===== src/rtl/arbitro_rr.sv =====
// Round-robin pop scheduler: eight source FIFOs share one datapath that feeds
// four destination FIFOs. Each popped word is routed to the destination named by its top two bits.
module arbitro_rr #(
    parameter int DATA_WIDTH = 10
) (
    input  logic                    clk,
    input  logic                    reset,
    input  logic                    enable,
    input  logic [7:0]              empty_fifo,
    input  logic [8*DATA_WIDTH-1:0] data_in,
    input  logic [3:0]              almost_full_out,
    output logic [7:0]              pop,
    output logic [3:0]              push,
    output logic [DATA_WIDTH-1:0]   data_out,
    output logic [2:0]              grant_id,
    output logic                    idle
);

    typedef enum logic [1:0] {IDLE, ACTIVE, PAUSE} state_t;

    state_t                state;
    logic [2:0]            ptr;
    logic [2:0]            sel;
    logic [2:0]            idx;
    logic [2:0]            pop_idx;
    logic [2:0]            cap_idx;
    logic                  cap_vld;
    logic                  found;
    logic                  any_elig;
    logic                  do_pop;
    logic [7:0]            elig;
    logic [DATA_WIDTH-1:0] cap_word;

    // The empty flag lags a pop by one cycle, so the source being popped now is masked.
    assign elig     = ~empty_fifo & ~pop;
    assign any_elig = |elig;
    assign do_pop   = enable & ~(|almost_full_out) & any_elig;

    // Search starts just after the pointer; ptr itself is the last candidate.
    always_comb begin
        sel   = ptr;
        idx   = ptr;
        found = 1'b0;
        for (int k = 1; k <= 8; k++) begin
            idx = ptr + 3'(k);
            if (!found && elig[idx]) begin
                sel   = idx;
                found = 1'b1;
            end
        end
    end

    always_comb begin
        pop_idx = '0;
        for (int i = 0; i < 8; i++)
            if (pop[i]) pop_idx = 3'(i);
    end

    assign cap_word = data_in[cap_idx*DATA_WIDTH +: DATA_WIDTH];

    always_ff @(posedge clk or posedge reset) begin
        if (reset) begin
            state    <= IDLE;
            ptr      <= 3'd7;
            pop      <= '0;
            grant_id <= '0;
            cap_vld  <= 1'b0;
            cap_idx  <= '0;
            push     <= '0;
            data_out <= '0;
        end else begin
            pop <= do_pop ? (8'b1 << sel) : 8'b0;
            if (do_pop) begin
                ptr      <= sel;
                grant_id <= sel;
            end
            // Words already popped always drain; backpressure only stops new pops.
            cap_vld <= |pop;
            cap_idx <= pop_idx;
            push    <= cap_vld ? (4'b1 << cap_word[DATA_WIDTH-1 -: 2]) : 4'b0;
            if (cap_vld) data_out <= cap_word;

            case (state)
                IDLE:    if (enable && any_elig) state <= ACTIVE;
                ACTIVE:  if (!enable || !any_elig) state <= IDLE;
                         else if (|almost_full_out) state <= PAUSE;
                PAUSE:   if (!enable || !any_elig) state <= IDLE;
                         else if (!(|almost_full_out)) state <= ACTIVE;
                default: state <= IDLE;
            endcase
        end
    end

    assign idle = ~(|pop) & ~cap_vld & ~(|push);

endmodule


===== config.mk =====
export PLATFORM = sky130hd
export DESIGN_NAME = arbitro_rr
export DESIGN_NICKNAME = d
export VERILOG_FILES = /design/src/rtl/arbitro_rr.sv
export SDC_FILE = /design/constraint.sdc
export NUM_CORES = 1
export LEC_CHECK = 0
export BUFFER_PORTS_ARGS = -buffer_cell sky130_fd_sc_hd__buf_2
export CORE_ASPECT_RATIO = 1.2
export CORE_MARGIN = 3
export CORE_UTILIZATION = 35
export DETAILED_ROUTE_END_ITERATION = 8
export REMOVE_ABC_BUFFERS = 1
export SYNTH_ARGS = -nofsm -noshare
export SYNTH_HDL_FRONTEND = slang
export SYNTH_SLANG_ARGS = --single-unit

===== constraint.sdc =====
create_clock -name clk -period 5.07 [get_ports clk]
set_input_delay 0.507 -clock clk [delete_from_list [all_inputs] [get_ports clk]]
set_output_delay 0.507 -clock clk [all_outputs]
set_load 0.02 [all_outputs]

==> results.toml <==
[route]
dr.pass1.iters = 4
ant_nets = 0
num_vias = 2637
drcViolationCount = 0
wl_mm = 8.25
routed_via_density = 5.67
wl_per_cell_um = 17.7
drtIter0Drc = 170

[global_route]
gr-total-overflow = 0
grt_antenna_before_repair = 0
grtUsageTotal_pct = 19.2
grt_start_max_net_pins = 33
grt_pass1_wl_mm = 13.4
grt_pass1_vias = 2786

[cts]
cts.sinks = 32
cts-resized-gates = 0
cts_buffers = 5
clock-root-buffer = "clkbuf_8"
htree_levels = 2
clock_path_buffers = 2
postCtsSetupRepairBufs = 0
worstSkewPairLatency_ns = 0.28
clkSlewWorstSetupHoldPaths_ns = 0.06
hold_buffers = 0
tritoncts = "built"

[layout]
layout_commonest_cell = "buf_2"
fin_cells = 465
mostFrequentLayoutCells = "120 x buf_2, 31 x nor2_1, 29 x mux4_2, 29 x dfrtp_1, 17 x a21oi_1"
utilization_pct = 47.1
antenna_cells = 0
drive_gt1_share_pct = 45.6
num-nets-final = 471
area_delta_synth_final_pct = 28.2

[power]
irDropWorstVdd_uv = 275
p_per_area_nw_per_um2 = 591
p_leak_nw = 1.56

[floorplan]
core_um2 = 7360
placementRows = 34
die_area_um2 = 8820
die_w_um = 86.3
start_util_pct = 36.8
ioPinCount = 121
die_y_um = 102

[sta]
setup_tns_ns = 0
holdWs_ns = 0.296
fin_crit_sh_pct = 74.2
worst_pin_slew_ns = 0.819
finalHoldViolations = 0
clock.fmax_ghz = 0.266
worst_slack_ns = 1.31
post-route-min-period_ns = 3.76
finalMaxSlewViolations = 0
skew_ns = 0.00303
relSlewSlack_pct = 45.4
rsz0062_at_grt = "false"
finalSetupViolCount = 0

[setup_path]
crit_type = "reg -> reg"
slowest_delay_ns = 0.79
crit_slowest_cell = "dfstp_2"
cp_data_arrival_time_ns = 3.93
end_kind = "flip-flop"
cp_cell_sequence = "inv_1, ha_1, xor2_2, mux4_2, a221oi_1, o211ai_1, a32o_1, a211o_1, mux2_4"
critPathMaxFanout = 23
start_kind = "flip-flop"
cp.required_ns = 5.23

[synth]
synth_edf_count = 0
ys_async_sr_fraction_pct = 100
synth_area_um2 = 2710
yosysWarnings = 0
synth_compound_area_share_pct = 14.5
synth_top_flop_cell = "dfrtp_1"
synth_top_family_by_area = "multiplexers"
ys_seq_area_share_pct = 29.7
synth_cells = 260
synth_fa_ha_area_share_pct = 0.925
synthMuxAreaShare_pct = 32.1
avgSynthCellArea_um2 = 10.4
ys_seq_elements = 32
synth-xor-area-share_pct = 1.53
synthSimpleGateAreaFrac_pct = 17.7
synth_cell_types = 57

[run_status]
status = "finished, final reports clean"

[run]
cap_violations = 0

[placed_design]
dp_cells = 457
pre_cts_ws_ns = 1.41
place_congestion = 0.905
dp_hpwl_mm = 6.82
port_buffers = 120

[min_path]
hp-class = "in -> async"
## stage by stage
stage	area [um^2]	power (mW)
final	3470	2.05
after global routing	3470	2.20
after CTS	3470	2.04
after detailed placement	3370	1.82
after global placement	3370	1.83
after floorplan	2640	1.47
## report_power, final
part	internal, mW	switching [mW]
sequential	0.337	0.130
clock	0.124	0.0883
combinational	0.617	0.751
total	1.08	0.970
## layer usage
layer / track usage (%) / vias up / wire length, um
met2: 36.9 / 114 / 4530
met4: 5.88 / 0 / 183
li1: - / 1239 / -
met1: 21.1 / 1270 / 2950
met3: 3.95 / 14 / 584
met5: 0 / - / 0
## Yosys cell counts (3+ instances only)
cell type / count / area, um^2
nor3b_1: 4 / 30.0
nor4_1: 5 / 31.3
o21ai_0: 7 / 35.0
dfrtp_1: 29 / 726
dfstp_2: 3 / 78.8
or2_0: 3 / 18.8
nand2_1: 13 / 48.8
inv_1: 8 / 30.0
buf_2: 5 / 25.0
nor3_1: 9 / 45.0
a21oi_1: 17 / 85.1
mux2i_1: 15 / 150
or2_1: 4 / 25.0
nor2_1: 31 / 116
mux2_2: 3 / 33.8
nand2b_1: 3 / 18.8
mux4_2: 29 / 653
clkbuf_1: 7 / 26.3
and2_1: 3 / 18.8
nand3_1: 5 / 25.0
a21o_1: 3 / 22.5
o211ai_1: 6 / 45.0
## cells by family after synthesis
| family | after synthesis |
|---|---|
| xor gates and xnor gates | 3 |
| adders and majority gates | 2 |
| DFF | 32 |
| AOI/OAI and AO/OA | 58 |
| buffers and inverters | 23 |
| muxes | 49 |
| and+or+nand+nor | 93 |
## layout make-up
class / instances / area (um^2)
tap: 90 / 113
sequential: 32 / 805
inverter: 8 / 30.0
timing repair buffer: 122 / 616
multi-input combinational: 205 / 1800
fill: 715 / 3890
clock buffer: 8 / 100
## sequential cells by signal, summed over array words and instances, names as in the netlist
register / cells
cap_idx: 3
cap_vld: 1
data_out: 10
grant_id: 3
pop: 8
ptr: 3
push: 4
## critical path, delay by kind of cell, from the launching register on
family | cells | cell delay [ns]
adders and majority gates | 1 | 0.30
DFF | 1 | 0.79
muxes | 2 | 0.90
AOI/OAI and AO/OA | 4 | 1.12
buffers and inverters | 1 | 0.28
xor gates and xnor gates | 1 | 0.27
## final timing paths
path	startpoint	to	slack, ns	cells past startpoint
setup / recovery	ptr[0]$_DFFE_PP1P_	grant_id[1]$_DFFE_PP0P_	1.31	9
hold / removal	reset	grant_id[0]$_DFFE_PP0P_	0.30	3
setup reg to reg	ptr[0]$_DFFE_PP1P_	grant_id[1]$_DFFE_PP0P_	1.31	9
hold reg to reg	data_out[9]$_DFFE_PP0P_	data_out[9]$_DFFE_PP0P_	0.48	1
max in group asynchronous	reset	ptr[0]$_DFFE_PP1P_	4.45	3
min in group clk	data_out[9]$_DFFE_PP0P_	data_out[9]$_DFFE_PP0P_	0.48	1
No activity file was read; power rests on OpenSTA's default activity.
